==> src/rtl/alu_pkg.sv <==
// Shared opcode encodings and FSM state type for the pipelined ALU.
package alu_pkg;

  localparam logic [2:0] ALU_AND = 3'b000;
  localparam logic [2:0] ALU_OR  = 3'b001;
  localparam logic [2:0] ALU_ADD = 3'b010;
  localparam logic [2:0] ALU_SLL = 3'b011;
  localparam logic [2:0] ALU_SRL = 3'b100;
  localparam logic [2:0] ALU_MUL = 3'b101;
  localparam logic [2:0] ALU_SUB = 3'b110;
  localparam logic [2:0] ALU_SLT = 3'b111;

  typedef enum logic {
    StIdle,
    StMul
  } alu_state_e;

endpackage

==> src/rtl/alu_mul_seq.sv <==
// Iterative unsigned shift-add multiplier: one partial product per cycle, WIDTH cycles.
module alu_mul_seq #(
  parameter int unsigned WIDTH = 8
) (
  input  logic               clk,
  input  logic               reset,
  input  logic               start,
  input  logic [WIDTH-1:0]   a,
  input  logic [WIDTH-1:0]   b,
  output logic               done,
  output logic [2*WIDTH-1:0] product
);

  localparam int unsigned CntW = $clog2(WIDTH) + 1;

  logic [2*WIDTH-1:0] acc_q, mcand_q, step_sum;
  logic [WIDTH-1:0]   mplr_q;
  logic [CntW-1:0]    cnt_q;
  logic               run_q;

  assign step_sum = acc_q + (mplr_q[0] ? mcand_q : '0);
  // done is high in the cycle whose closing edge performs the final step
  assign done     = run_q && (cnt_q == CntW'(WIDTH - 1));
  assign product  = step_sum;

  // Operand load on start, then one shift-add step per cycle until done.
  always_ff @(posedge clk) begin
    if (reset) begin
      acc_q   <= '0;
      mcand_q <= '0;
      mplr_q  <= '0;
      cnt_q   <= '0;
      run_q   <= 1'b0;
    end else if (start) begin
      acc_q   <= '0;
      mcand_q <= {{WIDTH{1'b0}}, a};
      mplr_q  <= b;
      cnt_q   <= '0;
      run_q   <= 1'b1;
    end else if (run_q) begin
      acc_q   <= step_sum;
      mcand_q <= mcand_q << 1;
      mplr_q  <= mplr_q >> 1;
      cnt_q   <= cnt_q + CntW'(1);
      if (done) run_q <= 1'b0;
    end
  end

endmodule

==> src/rtl/alu_pipe.sv <==
// Registered RISC ALU with valid/ready handshakes and an iterative multiplier.
module alu_pipe
  import alu_pkg::*;
#(
  parameter int unsigned WIDTH      = 8,
  parameter int unsigned MUL_EN     = 1,
  parameter int unsigned SIGNED_SLT = 0
) (
  input  logic             clk,
  input  logic             reset,
  input  logic             in_valid,
  output logic             in_ready,
  input  logic [2:0]       alu_control,
  input  logic [WIDTH-1:0] ra,
  input  logic [WIDTH-1:0] rb,
  output logic             out_valid,
  input  logic             out_ready,
  output logic [WIDTH-1:0] rd,
  output logic             zero,
  output logic             carry,
  output logic             overflow,
  output logic             busy
);

  localparam int unsigned ShW = $clog2(WIDTH);

  alu_state_e state_q, state_d;
  logic             out_valid_q, out_valid_d;
  logic [WIDTH-1:0] rd_q, rd_d;
  logic             zero_q, zero_d, carry_q, carry_d, overflow_q, overflow_d;

  logic               accept, is_mul, mul_start, mul_done;
  logic [2*WIDTH-1:0] mul_prod;
  logic [WIDTH:0]     add_full, sub_full;
  logic [ShW-1:0]     shamt;
  logic               lt;
  logic [WIDTH-1:0]   res;
  logic               res_c, res_v;

  assign in_ready  = (state_q == StIdle) && (!out_valid_q || out_ready);
  assign accept    = in_valid && in_ready;
  assign is_mul    = (alu_control == ALU_MUL) && (MUL_EN != 0);
  assign mul_start = accept && is_mul;

  assign add_full = {1'b0, ra} + {1'b0, rb};
  assign sub_full = {1'b0, ra} + {1'b0, ~rb} + {{WIDTH{1'b0}}, 1'b1};
  assign shamt    = rb[ShW-1:0];
  assign lt       = (SIGNED_SLT != 0) ? ($signed(ra) < $signed(rb)) : (ra < rb);

  alu_mul_seq #(
    .WIDTH(WIDTH)
  ) u_mul (
    .clk    (clk),
    .reset  (reset),
    .start  (mul_start),
    .a      (ra),
    .b      (rb),
    .done   (mul_done),
    .product(mul_prod)
  );

  // Single-cycle result and flags; MUL (or disabled MUL) falls to the zero default.
  always_comb begin
    res   = '0;
    res_c = 1'b0;
    res_v = 1'b0;
    case (alu_control)
      ALU_AND: res = ra & rb;
      ALU_OR:  res = ra | rb;
      ALU_ADD: begin
        res   = add_full[WIDTH-1:0];
        res_c = add_full[WIDTH];
        res_v = (ra[WIDTH-1] == rb[WIDTH-1]) && (add_full[WIDTH-1] != ra[WIDTH-1]);
      end
      ALU_SLL: res = ra << shamt;
      ALU_SRL: res = ra >> shamt;
      ALU_SUB: begin
        res   = sub_full[WIDTH-1:0];
        // no carry-out of ra + ~rb + 1 means a borrow occurred
        res_c = ~sub_full[WIDTH];
        res_v = (ra[WIDTH-1] != rb[WIDTH-1]) && (sub_full[WIDTH-1] != ra[WIDTH-1]);
      end
      ALU_SLT: res = {{(WIDTH-1){1'b0}}, lt};
      default: res = '0;
    endcase
  end

  // Handshake FSM and output register next-state.
  always_comb begin
    state_d     = state_q;
    out_valid_d = out_valid_q;
    rd_d        = rd_q;
    zero_d      = zero_q;
    carry_d     = carry_q;
    overflow_d  = overflow_q;
    case (state_q)
      StIdle: begin
        if (accept) begin
          if (is_mul) begin
            state_d     = StMul;
            out_valid_d = 1'b0;
          end else begin
            out_valid_d = 1'b1;
            rd_d        = res;
            zero_d      = (res == '0);
            carry_d     = res_c;
            overflow_d  = res_v;
          end
        end else if (out_ready) begin
          out_valid_d = 1'b0;
        end
      end
      StMul: begin
        if (mul_done) begin
          state_d     = StIdle;
          out_valid_d = 1'b1;
          rd_d        = mul_prod[WIDTH-1:0];
          zero_d      = (mul_prod[WIDTH-1:0] == '0);
          carry_d     = |mul_prod[2*WIDTH-1:WIDTH];
          overflow_d  = 1'b0;
        end
      end
      default: state_d = StIdle;
    endcase
  end

  // State and output registers.
  always_ff @(posedge clk) begin
    if (reset) begin
      state_q     <= StIdle;
      out_valid_q <= 1'b0;
      rd_q        <= '0;
      zero_q      <= 1'b0;
      carry_q     <= 1'b0;
      overflow_q  <= 1'b0;
    end else begin
      state_q     <= state_d;
      out_valid_q <= out_valid_d;
      rd_q        <= rd_d;
      zero_q      <= zero_d;
      carry_q     <= carry_d;
      overflow_q  <= overflow_d;
    end
  end

  assign out_valid = out_valid_q;
  assign rd        = rd_q;
  assign zero      = zero_q;
  assign carry     = carry_q;
  assign overflow  = overflow_q;
  assign busy      = (state_q == StMul);

endmodule
==> config.mk <==
export PLATFORM = sky130hd
export DESIGN_NAME = alu_pipe
export DESIGN_NICKNAME = d
export VERILOG_FILES = /design/src/rtl/alu_pkg.sv /design/src/rtl/alu_mul_seq.sv /design/src/rtl/alu_pipe.sv
export SDC_FILE = /design/constraint.sdc
export NUM_CORES = 1
export LEC_CHECK = 0
export CORE_MARGIN = 2
export CORE_UTILIZATION = 35
export CTS_CLUSTER_SIZE = 20
export DETAILED_ROUTE_END_ITERATION = 16
export PLACE_DENSITY = 0.61
export SLEW_MARGIN = 20
export SYNTH_ARGS = -nofsm -noshare
export SYNTH_HDL_FRONTEND = slang
export SYNTH_SLANG_ARGS = --single-unit
==> constraint.sdc <==
create_clock -name clk -period 3.4 [get_ports clk]
set_clock_uncertainty 0.05 [all_clocks]
set_input_delay 0.51 -clock clk [delete_from_list [all_inputs] [get_ports clk]]
set_output_delay 0.51 -clock clk [all_outputs]
set_load 0.02 [all_outputs]
Yosys cells after proc, flatten, opt, wreduce, memory -nomap -nowiden
Index checks and enable logic that the tools add are counted.
- flip-flop bits (word level): 58
- output and inout port bits: 14
- $add $sub $neg: 5
- $lt $le $gt $ge: 1
- eq/ne operators: 16
- shift operators: 2
- mux-type cells: 35
- bitwise gates (word level): 5
- reduce and logical (&&, ||, !) cells: 16
- operators with widths (operator ; number):
    8-bit 2-to-1 mux ; 7
    8-bit one-hot mux with 7 select lines ; 1
    8-bit by 8-bit adder with 9-bit output ; 2
    1-bit 2-to-1 mux ; 18
    16-bit adder ; 1
    8-bit logical NOT ; 2
    16-bit 2-to-1 mux ; 1
    8-bit one-hot mux with 2 select lines ; 1
    1-bit one-hot mux with 2 select lines ; 7
    3-bit == test, second input constant ; 4
    9-bit by 1-bit adder with 9-bit output, second input constant ; 1
    8-bit AND ; 1
    8-bit < comparator ; 1
    8-bit inverter ; 1
    8-bit bitwise OR ; 1
    8-bit OR reduction ; 1
    8-bit by 3-bit << shifter with 8-bit output ; 1
    8-bit by 3-bit right shift with 8-bit output ; 1
    3-bit by 2-bit == test with 1-bit output, second input constant ; 2
    1-bit logical AND ; 6
    4-bit by 1-bit adder with 4-bit output, second input constant ; 1
    4-bit by 3-bit == test with 1-bit output, second input constant ; 1
    2-bit inequality test, second input constant ; 2
    3-bit by 1-bit == test with 1-bit output, second input constant ; 1
    12 further kinds ; 15

Longest topological paths before layout
Gate-level depths: netlist of run 1.
- word-level depth: 9
- mapped depth: 13
- gate-level depth less buffers: 13

By module
A second synthesis of run 1 with hierarchy kept.
- cells, all modules: 618
- area total of the unflattened synthesis: 4971.0 µm²
- by module, submodules not included (module ; instances ; cells each ; area each (µm²)):
    alu_mul_seq ; 1 ; 310 ; 2637.5
    alu_pipe ; 1 ; 308 ; 2333.5

Least setup slack after synthesis of run 1
No wires, ideal clock.
- kind: input to register
- start: input port rb[1]
- end: register zero_q (netlist: zero)
- setup time: 0.071 ns
- arrival: 3.179 ns
- path slack: 0.100 ns
- cell stages on the path: 12
- buffers on the path: 2
- cells stage by stage: buf_2 -> buf_2 -> inv_1 -> fa_1 -> mux2_4 -> a221oi_2 -> o41ai_1 -> a221o_1 -> a2111oi_2 -> nand3_1 -> nor4b_2 -> o2bb2ai_1
- word-level cells in the longest chain between the ends: 8
- RTL lines (what ; line ; source):
    from (decl) ; alu_pipe.sv:15 ; input logic [WIDTH-1:0] rb,
    8-bit inverter ; alu_pipe.sv:46 ; assign sub_full = {1'b0, ra} + {1'b0, ~rb} + {{WIDTH{1'b0}}, 1'b1};
    8-bit by 8-bit adder with 9-bit output ; alu_pipe.sv:46 ;
    9-bit by 1-bit adder with 9-bit output ; alu_pipe.sv:46 ;
    8-bit one-hot mux with 7 select lines (*) ; alu_pipe.sv:67 ; case (alu_control)
    8-bit logical NOT (*) ; alu_pipe.sv:105 ; zero_d = (res == '0);
    1-bit 2-to-1 mux (*) ; alu_pipe.sv:99 ; if (is_mul) begin
    1-bit 2-to-1 mux (*) ; alu_pipe.sv:98 ; if (accept) begin
    1-bit one-hot mux with 2 select lines (*) ; alu_pipe.sv:96 ; case (state_q)
    to (signal assigned) ; alu_pipe.sv:140 ; zero_q <= zero_d;
    to (decl) ; alu_pipe.sv:30 ; logic zero_q, zero_d, carry_q, carry_d, overflow_q, overflow_d;
Every way passes the cells marked *; elsewhere a longest branch is shown, timed or not. The select of a mux whose other input is x is not followed.
A chain may end at the register's enable or synchronous reset.

Worst setup path after layout of run 1
Ends and elaborated chain as after synthesis.

==> results of run 1 <==
-- worst min path at each step --
stage                     slack (ns)         startpoint                 to  cells after the start
after global routing            0.42           overflow           overflow                      2
after detailed placement        0.40              rd[0]              rd[0]                      2
after global placement          0.39              rd[2]              rd[2]                      2
final                           0.40              rd[0]              rd[0]                      2
after floorplan                 0.41  u_mul.mcand_q[15]  u_mul.mcand_q[15]                      2
after CTS                       0.40              rd[0]              rd[0]                      2
-- sequential cells by signal (all words and copies together), names as in the netlist --
name / cells
u_mul.mplr_q: 8
u_mul.run_q: 1
rd: 8
overflow: 1
u_mul.acc_q: 16
carry: 1
busy: 1
u_mul.mcand_q: 16
u_mul.cnt_q: 4
out_valid: 1
zero: 1
-- layer usage --
layer	wire length (µm)	vias to the layer above	part of all wire
met4	296	0	0.023
li1	-	2153	-
met3	620	17	0.048
met1	6081	2012	0.47
met2	6050	116	0.46
met5	0	-	0
-- power by group through the flow --
stage / combinational [µW] / clock [µW] / sequential [µW]
CTS: 475 / 1070 / 718
global route: 525 / 1100 / 720
finish: 481 / 1050 / 718
global placement: 467 / 0 / 731
floorplan: 262 / 0 / 745
detailed placement: 470 / 0 / 732
-- layout by cell type, fill, tap and decap left out, types with 4 or more instances in the layout --
master | Yosys | layout
a211oi_1 | 20 | 20
a21o_1 | 6 | 6
a21oi_1 | 38 | 38
and2_1 | 15 | 15
buf_4 | 2 | 46
clkbuf_16 | 0 | 9
clkdlybuf4s50_1 | 0 | 34
dfxtp_1 | 58 | 57
ha_1 | 41 | 40
inv_1 | 31 | 31
mux2i_1 | 42 | 42
mux4_2 | 8 | 8
nand2_1 | 29 | 29
nand2b_1 | 7 | 7
nand3_1 | 13 | 13
nor2_1 | 75 | 75
nor2b_1 | 7 | 7
nor3_1 | 12 | 12
nor4_1 | 5 | 4
o211ai_1 | 9 | 9
o21ai_0 | 21 | 21
o21ai_1 | 7 | 7
o21bai_1 | 5 | 5
o31ai_1 | 5 | 5
xnor2_1 | 17 | 17
xor2_1 | 9 | 9
-- cell usage after synthesis, types with 4 or more instances --
| master | count | share of area |
|---|---|---|
| mux2i_1 | 42 | 0.091 |
| xnor2_1 | 17 | 0.032 |
| nand2_1 | 29 | 0.023 |
| and2_1 | 15 | 0.020 |
| nand2b_1 | 7 | 0.0094 |
| o21bai_1 | 5 | 0.0081 |
| mux4_2 | 8 | 0.039 |
| o211ai_1 | 9 | 0.015 |
| nor4_1 | 5 | 0.0067 |
| dfxtp_1 | 58 | 0.25 |
| nor3_1 | 12 | 0.013 |
| clkbuf_1 | 19 | 0.015 |
| xor2_1 | 9 | 0.017 |
| nor2_1 | 75 | 0.061 |
| o21ai_0 | 21 | 0.023 |
| o31ai_1 | 5 | 0.0081 |
| nor2b_1 | 7 | 0.0094 |
| nand3_1 | 13 | 0.014 |
| inv_1 | 31 | 0.025 |
| buf_1 | 4 | 0.0032 |
| a211oi_1 | 20 | 0.032 |
| a21oi_1 | 38 | 0.041 |
| buf_2 | 5 | 0.0054 |
| a21o_1 | 6 | 0.0097 |
| o21ai_1 | 7 | 0.0075 |
| ha_1 | 41 | 0.11 |
-- critical path, stage by stage --
cell	delay, ns
clkdlybuf4s50_1	0.42
buf_4	0.15
fa_1	0.44
mux2_4	0.28
a221oi_2	0.27
o41ai_1	0.11
a221o_1	0.33
a2111oi_2	0.35
nand3_1	0.15
nor4b_2	0.30
o2bb2ai_1	0.13
-- cell families after synthesis --
| family | count (synthesis) | synth area share |
|---|---|---|
| and+or+nand+nor | 179 | 0.1814 |
| AOI/OAI and AO/OA | 143 | 0.2044 |
| buffers and inverters | 64 | 0.05635 |
| DFF | 58 | 0.2502 |
| muxes | 52 | 0.1351 |
| adders and majority gates | 44 | 0.1235 |
| xor gates and xnor gates | 26 | 0.04907 |
-- repair_timing --
action / CTS / global route
setup buffers: 1 / 1
gates resized for setup: 0 / 6
pin swaps: 3 / 3
endpoints found under the setup margin: 1 / 2
-- layout make-up --
type	instances	area, µm²	share of cell area
Multi-Input combinational cell	444	3239	0.5583
Sequential cell	58	1162	0.2003
Timing Repair Buffer	82	710.7	0.1225
Clock buffer	12	246.5	0.04248
Tap cell	176	220.2	0.03796
Inverter	33	123.9	0.02135
Clock inverter	4	98.84	0.01704
-- through the flow --
stage | instance area, µm² | util
floorplan | 4641 | -
global placement | 5415 | 0.4138
detailed placement | 5415 | 0.4138
CTS | 5768 | 0.4408
global route | 5802 | 0.4434
finish | 5802 | 0.4434
==> flow_summary.json, run 1 <==
{
  "status": "finished clean",
  "reg2reg_depth": 12,
  "hold_viol_final": 0,
  "wl_per_cell_um": 16.13,
  "netSwitchingPower_uw": 592.2,
  "dieWidth_um": 119.2,
  "grt_start_max_net_pins": 46,
  "synth_area_mm2": 0.004641,
  "startpoint": "rb[1]",
  "setup.worst_path.end": "zero",
  "num_io_pins": 37,
  "pwr-share-comb": 0.214,
  "place_inst": 791,
  "setup_viol": 0,
  "cts_tree": "yes",
  "dieArea_mm2": 0.01420,
  "synth_seq_cells": 58,
  "worst_slew_margin_rel": 0.5339,
  "route.antenna.remaining_nets": 0,
  "drt_iter0_drc": 329,
  "synth_flop_cell": "dfxtp_1",
  "grt.busiest_layer": "met2",
  "grt_usage": 0.1882,
  "crit_arrival_ns": 3.43,
  "post-dp-hpwl_um": 10060,
  "row_count": 42,
  "finalSetupTns_ns": 0,
  "setup.worst_path.class": "in2reg",
  "min_path_type": "reg2reg",
  "syn_to_final_growth_pct": 25.02,
  "fin_ws_ns": 0.1845,
  "initial_core_util": 0.3547,
  "holdWs_ns": 0.4039,
  "gp_congestion": 0.9288,
  "fin_crit_sh": 0.9457,
  "vias": 4298,
  "dp_slack_ns": -0.3612,
  "p_seq_frac": 0.319,
  "drc": 0,
  "min_period_ns": 3.215,
  "internal_power_uw": 1659,
  "grt_use_met1": 0.2527,
  "timing.rr.start": "u_mul.mcand_q[0]",
  "clkSinkCount": 58,
  "seq_area_frac_synth": 0.2502,
  "rsz0062_at_grt": "false",
  "fmax_mhz": 311.0,
  "max-vdd-ir-drop_mv": 0.2501,
  "clockBufferDepth": 2,
  "wl_um": 13050,
  "grt_pass1_vias": 4167,
  "finalNonFillerCells": 809,
  "overflow": 0,
  "power.density_mw_per_mm2": 388.0,
  "cp-end-kind": "flop",
  "worst_slew_pin_slew_ns": 0.6992,
  "ys_async_sr_fraction": 0,
  "drive_above_1_share": 0.1311,
  "avgSynthCellArea_um2": 8.199,
  "layout.nets": 695,
  "slew_violations": 0,
  "regToRegSetupSlack_ns": 0.37,
  "synth-edff-count": 0,
  "drv_cap": 0,
  "p_total_uw": 2251,
  "switching_share": 0.2631,
  "grt_pass1_wl_um": 21210,
  "fillers": 1284,
  "netlist_instances": 566,
  "syn_nets": 633,
  "numCtsBuffers": 9,
  "yosys_warnings": 0,
  "ctsHoldBuffers": 0,
  "crit_fanout": 2,
  "grtUsageMet3": 0.02490,
  "antenna_found_initial": 0,
  "ys_types": 58,
  "drt_pass1_iterations": 5,
  "via_per_inst": 5.313,
  "use_met2": 0.3042,
  "p_leak_uw": 0.002368,
  "clk_latency_ns": 0.33,
  "clockRootBuffer": "clkbuf_16",
  "required_ns": 3.61,
  "core_area_mm2": 0.01309,
  "power.clock.fraction": 0.467,
  "antenna_cells": 0,
  "cts_max_level": 3,
  "clkTransAtPathRegs_ns": 0.05,
  "r2r-end": "carry",
  "start_kind": "input port",
  "die_h_um": 119.2,
  "portBuffers": 36
}
(Power assumes the default switching activity.)
==> inputs of run 2 (changes only) <==
--- a/config.mk
+++ b/config.mk
@@ -9,7 +9,9 @@
 export CORE_UTILIZATION = 35
 export CTS_CLUSTER_SIZE = 20
 export DETAILED_ROUTE_END_ITERATION = 16
-export PLACE_DENSITY = 0.61
+export DONT_BUFFER_PORTS = 1
+export MAX_ROUTING_LAYER = met4
+export PLACE_DENSITY = 0.58
 export SLEW_MARGIN = 20
 export SYNTH_ARGS = -nofsm -noshare
 export SYNTH_HDL_FRONTEND = slang
==> flow_summary.json, run 2 (synthesis results as in run 1) <==
{
  "drc": 0,
  "most-common-layout-cells": "nor2_1 (75), dfxtp_1 (57), mux2i_1 (42)",
  "clk_latency_ns": 0.32,
  "cts_setup_buffers": 0,
  "slew_violations": 0,
  "dpl_cell_area_mm2": 0.004792,
  "startpoint": "u_mul.mplr_q[0]",
  "worst_slew_margin_rel": 0.3359,
  "syn_to_final_growth_pct": 9.652,
  "clockBufferDepth": 2,
  "antenna_found_initial": 0,
  "grt_usage": 0.1835,
  "die_h_um": 119.2,
  "r2r-end": "carry",
  "dieWidth_um": 119.2,
  "required_ns": 3.56,
  "min_period_ns": 3.050,
  "p_leak_uw": 0.002014,
  "num_io_pins": 37,
  "internal_power_uw": 1424,
  "cts_tree": "yes",
  "initial_core_util": 0.3547,
  "dieArea_mm2": 0.01420,
  "min_path_type": "in2reg",
  "grt_pass1_wl_um": 19910,
  "power.clock.fraction": 0.458,
  "finalSetupTns_ns": 0,
  "cp-end-kind": "flop",
  "setup.worst_path.class": "reg2reg",
  "layout.nets": 622,
  "pwr-share-comb": 0.163,
  "switching_share": 0.2690,
  "numCtsBuffers": 9,
  "wl_per_cell_um": 17.08,
  "grt_start_max_net_pins": 46,
  "route.antenna.remaining_nets": 0,
  "max-vdd-ir-drop_mv": 0.2864,
  "reg.largest.list": "u_mul.acc_q (16), u_mul.mcand_q (16)",
  "p_seq_frac": 0.379,
  "drive_above_1_share": 0.07679,
  "drt_pass1_iterations": 5,
  "clockRootBuffer": "clkbuf_16",
  "grt_pass1_vias": 3810,
  "vias": 4097,
  "timing.rr.start": "u_mul.mplr_q[0]",
  "ctsResizeCount": 0,
  "drv_cap": 0,
  "hold_viol_final": 0,
  "netSwitchingPower_uw": 523.9,
  "fin_crit_sh": 0.8970,
  "via_per_inst": 5.567,
  "clkTransAtPathRegs_ns": 0.05,
  "final_common_cell": "nor2_1",
  "power.density_mw_per_mm2": 382.7,
  "regToRegSetupSlack_ns": 0.35,
  "ctsHoldBuffers": 0,
  "fmax_mhz": 327.9,
  "worst_slew_pin_slew_ns": 0.9941,
  "overflow": 0,
  "cts_max_level": 3,
  "core_area_mm2": 0.01309,
  "rsz0062_at_grt": "false",
  "portBuffers": 0,
  "reg2reg_depth": 12,
  "crit_arrival_ns": 3.21,
  "drt_iter0_drc": 376,
  "antenna_cells": 0,
  "post-dp-hpwl_um": 9491,
  "wl_um": 12570,
  "fin_area_mm2": 0.005089,
  "status": "finished clean",
  "gp_congestion": 0.9492,
  "start_kind": "flop",
  "holdWs_ns": 0.2033,
  "setup_viol": 0,
  "clkSinkCount": 58,
  "row_count": 42,
  "setup.worst_path.end": "carry",
  "crit_fanout": 7
}
==> run 2: cell types whose count changed in the layout (fill, tap and decap cells not counted), sizes merged <==
cell / change
buf: -37
clkdlybuf4s50: -34
clkinv: +3
bufinv: -2
dlymetal6s2s: -2
clkbuf: -1
==> run 2: worst min path at each step <==
| stage | from | to | depth (start not counted) |
|---|---|---|---|
| floorplan | u_mul.mcand_q[15] | u_mul.mcand_q[15] | 2 |
| global placement | u_mul.acc_q[2] | u_mul.acc_q[2] | 2 |
| detailed placement | u_mul.acc_q[2] | u_mul.acc_q[2] | 2 |
| CTS | reset | u_mul.run_q | 1 |
| global route | reset | rd[1] | 1 |
| finish | reset | rd[3] | 1 |
==> run 2: per-layer routing <==
layer | GRT usage | vias to the layer above | wire [µm]
li1 | - | 2016 | -
met1 | 0.2387 | 1904 | 5875
met2 | 0.2611 | 156 | 5382
met3 | 0.05747 | 21 | 968
met4 | 0.07961 | 0 | 344
met5 | - | - | 0
==> run 2: power by group through the flow <==
stage                     Sequential, µW  Combinational, µW  Clock (µW)
final                                738                317         893
after detailed placement             753                311           0
after CTS                            738                313         914
after global routing                 741                349         950
after global placement               752                310           0
after floorplan                      745                262           0
==> run 2: through the flow <==
stage / utilization / cells / setup WS [ns] / power [µW]
6_report: 0.3889 / 736 / 0.3500 / 1948
5_1_grt: 0.3889 / 736 / 0.1437 / 2040
4_1_cts: 0.3889 / 736 / 0.3870 / 1965
3_5_place_dp: 0.3662 / 720 / 0.1280 / 1064
3_3_place_gp: 0.3662 / 720 / 0.1910 / 1062
2_1_floorplan: - / 566 / 0.09992 / 1007
==> run 2: layout make-up <==
cell class | count | area (µm²)
clock buffer | 11 | 242.7
clock inverter | 5 | 53.80
fill | 1306 | 7996
inverter | 33 | 123.9
multi-input combinational | 444 | 3218
sequential | 58 | 1162
tap | 176 | 220.2
timing repair buffer | 9 | 67.56
==> run 2: critical path: stages (launching register included) <==
cell and delay [ns]:
dfxtp_1 0.34, and2_1 0.16, ha_1 0.21, fa_1 0.41, a21oi_1 0.20, o22ai_1 0.14
nor4_1 0.33, o31ai_1 0.20, a21boi_0 0.25, o21bai_1 0.10, xor2_1 0.16, nor4_1 0.26
a31oi_1 0.11
==> inputs of run 3 (changes only) <==
--- a/config.mk
+++ b/config.mk
@@ -5,6 +5,8 @@
 export SDC_FILE = /design/constraint.sdc
 export NUM_CORES = 1
 export LEC_CHECK = 0
+export ABC_AREA = 1
+export ABC_CLOCK_PERIOD_IN_PS = 3400
 export CORE_MARGIN = 2
 export CORE_UTILIZATION = 35
 export CTS_CLUSTER_SIZE = 20
==> flow_summary.json, run 3 <==
{
  "status": "finished clean",
  "r2r-end": "zero",
  "setup.worst_path.class": "reg2reg",
  "p_total_uw": 1895,
  "worstPathCellList": "nand2_1, inv_1, ha_1, fa_1, nand3_1, nand3_1, nand2_1, nand2_1, xnor2_1, nand3_1, nand2_1, nand2_1, a21oi_1",
  "via_per_inst": 5.086,
  "fin_crit_sh": 0.7433,
  "dieWidth_um": 124.1,
  "fmax_mhz": 395.7,
  "startpoint": "u_mul.mplr_q[0]",
  "synthDominantCellAreaShare": 0.2299,
  "die_h_um": 124.1,
  "most-common-layout-cells": "nand2_1 (259), inv_1 (123), nand3_1 (96)",
  "timing.rr.start": "u_mul.mplr_q[0]",
  "vias": 5167,
  "synth_common_cells": "nand2_1 (259), inv_1 (123), nand3_1 (96)",
  "seq_area_frac_synth": 0.2299,
  "required_ns": 3.61,
  "ctsHoldBuffers": 0,
  "grt_pass1_wl_um": 24380,
  "cp-end-kind": "flop",
  "max_stage_delay_ns": 0.48,
  "worst_slew_pin_slew_ns": 0.8786,
  "dieArea_mm2": 0.01540,
  "portBuffers": 0,
  "netlist_instances": 847,
  "ys_types": 39,
  "cts_setup_buffers": 0,
  "route.antenna.remaining_nets": 0,
  "yosys_warnings": 0,
  "cts_max_level": 3,
  "grt_start_max_net_pins": 54,
  "crit_fanout": 17,
  "initial_core_util": 0.3610,
  "syn_nets": 914,
  "min_path_type": "in2reg",
  "synth_seq_cells": 58,
  "clockRootBuffer": "clkbuf_16",
  "row_count": 43,
  "p_leak_uw": 0.002772,
  "start_kind": "flop",
  "avgSynthCellArea_um2": 5.962,
  "hold_viol_final": 0,
  "post-dp-hpwl_um": 11700,
  "drc": 0,
  "ys_async_sr_fraction": 0,
  "grt_pass1_vias": 4712,
  "synth_area_mm2": 0.005050,
  "gp_congestion": 0.9652,
  "grt_usage": 0.2103,
  "cp_slowest_cell": "dfxtp_1",
  "power.density_mw_per_mm2": 349.9,
  "rsz0062_at_grt": "false",
  "reg.largest.list": "u_mul.acc_q (16), u_mul.mcand_q (16)",
  "core_area_mm2": 0.01399,
  "max-vdd-ir-drop_mv": 0.2487,
  "multi_input_area_mm2": 0.003242,
  "clk_latency_ns": 0.33,
  "min_period_ns": 2.527,
  "drive_above_1_share": 0.03947,
  "synth-edff-count": 0,
  "num_io_pins": 37,
  "synth_top_area_cell": "dfxtp_1",
  "numCtsBuffers": 9,
  "crit_arrival_ns": 2.74,
  "synth.most_common_cell": "nand2_1",
  "fillers": 1562,
  "clkTransAtPathRegs_ns": 0.05,
  "reg2reg_depth": 13,
  "regArea_mm2": 0.001161,
  "clockBufferDepth": 2,
  "wl_um": 14980,
  "clkSinkCount": 58,
  "cts_tree": "yes",
  "overflow": 0,
  "regToRegSetupSlack_ns": 0.87,
  "wl_per_cell_um": 14.74,
  "syn_to_final_growth_pct": 7.260,
  "drt_iter0_drc": 450,
  "synth_area_leaders": "dfxtp_1 (23%), nand2_1 (19%), ha_1 (10%)",
  "antenna_cells": 0,
  "setup_viol": 0,
  "slew_violations": 0,
  "layout.nets": 900,
  "setup.worst_path.end": "zero",
  "finalSetupTns_ns": 0,
  "synth_flop_cell": "dfxtp_1",
  "drt_pass1_iterations": 5,
  "crit_path_frequent_cell": "nand2_1",
  "worst_slew_margin_rel": 0.4121,
  "drv_cap": 0,
  "final_common_cell": "nand2_1",
  "antenna_found_initial": 0,
  "ctsResizeCount": 0
}
-- run 3: how the worst min path moves through the flow --
stage	endpoint	start	slack, ns	cells past startpoint
6_report	u_mul.mcand_q[7]	reset	0.20	1
5_1_grt	u_mul.mcand_q[7]	reset	0.19	1
4_1_cts	u_mul.mplr_q[2]	reset	0.18	1
3_5_place_dp	u_mul.mplr_q[7]	u_mul.mplr_q[7]	0.40	2
3_3_place_gp	u_mul.mplr_q[7]	u_mul.mplr_q[7]	0.40	2
2_1_floorplan	u_mul.mplr_q[7]	u_mul.mplr_q[7]	0.39	2
-- run 3: logic make-up after synthesis --
group / synth area share
simple gates: 0.3774
buf+inv: 0.1281
compound gates: 0.1355
flops: 0.2299
fa+ha+maj: 0.1135
xor+xnor: 0.01561
-- run 3: area by class of cell --
class                           instances  share of cell area
Timing Repair Buffer                    5            0.006930
Clock buffer                           11             0.04481
Inverter                              130             0.09055
Sequential cell                        58              0.2144
Clock inverter                          3            0.003234
Tap cell                              180             0.04158
Multi-Input combinational cell        629              0.5985
-- run 3: worst max-delay path: cells and delay by family (launching register included) --
| family | cells | cell delay [ns] |
|---|---|---|
| and+or+nand+nor | 8 | 0.79 |
| adders and majority gates | 2 | 0.66 |
| DFF | 1 | 0.48 |
| xor gates and xnor gates | 1 | 0.30 |
| AOI/OAI and AO/OA | 1 | 0.13 |
| buffers and inverters | 1 | 0.05 |
-- run 3: report_power, final --
part | internal [µW] | switching [µW] | leakage (µW)
Combinational | 112 | 231 | 0.00217
Clock | 501 | 306 | 0.000127
Sequential | 708 | 38.6 | 0.000471
-- run 3: layer usage --
layer,up-vias,part of all wire,global-route usage
met5,-,0,-
met4,0,0.015,0.05829
met3,21,0.071,0.05128
met2,155,0.42,0.3169
met1,2309,0.49,0.2805
li1,2682,-,-
-- run 3: through the flow --
step | area, µm² | std cells | setup slack [ns] | hold slack (ns) | utilization
after global placement | 5156 | 1002 | 0.8949 | 0.3968 | 0.3686
after floorplan | 5050 | 847 | 1.162 | 0.3903 | -
after detailed placement | 5156 | 1002 | 0.8768 | 0.3977 | 0.3686
after CTS | 5416 | 1016 | 0.8611 | 0.1849 | 0.3872
after global routing | 5416 | 1016 | 0.5440 | 0.1864 | 0.3872
final | 5416 | 1016 | 0.8727 | 0.2020 | 0.3872
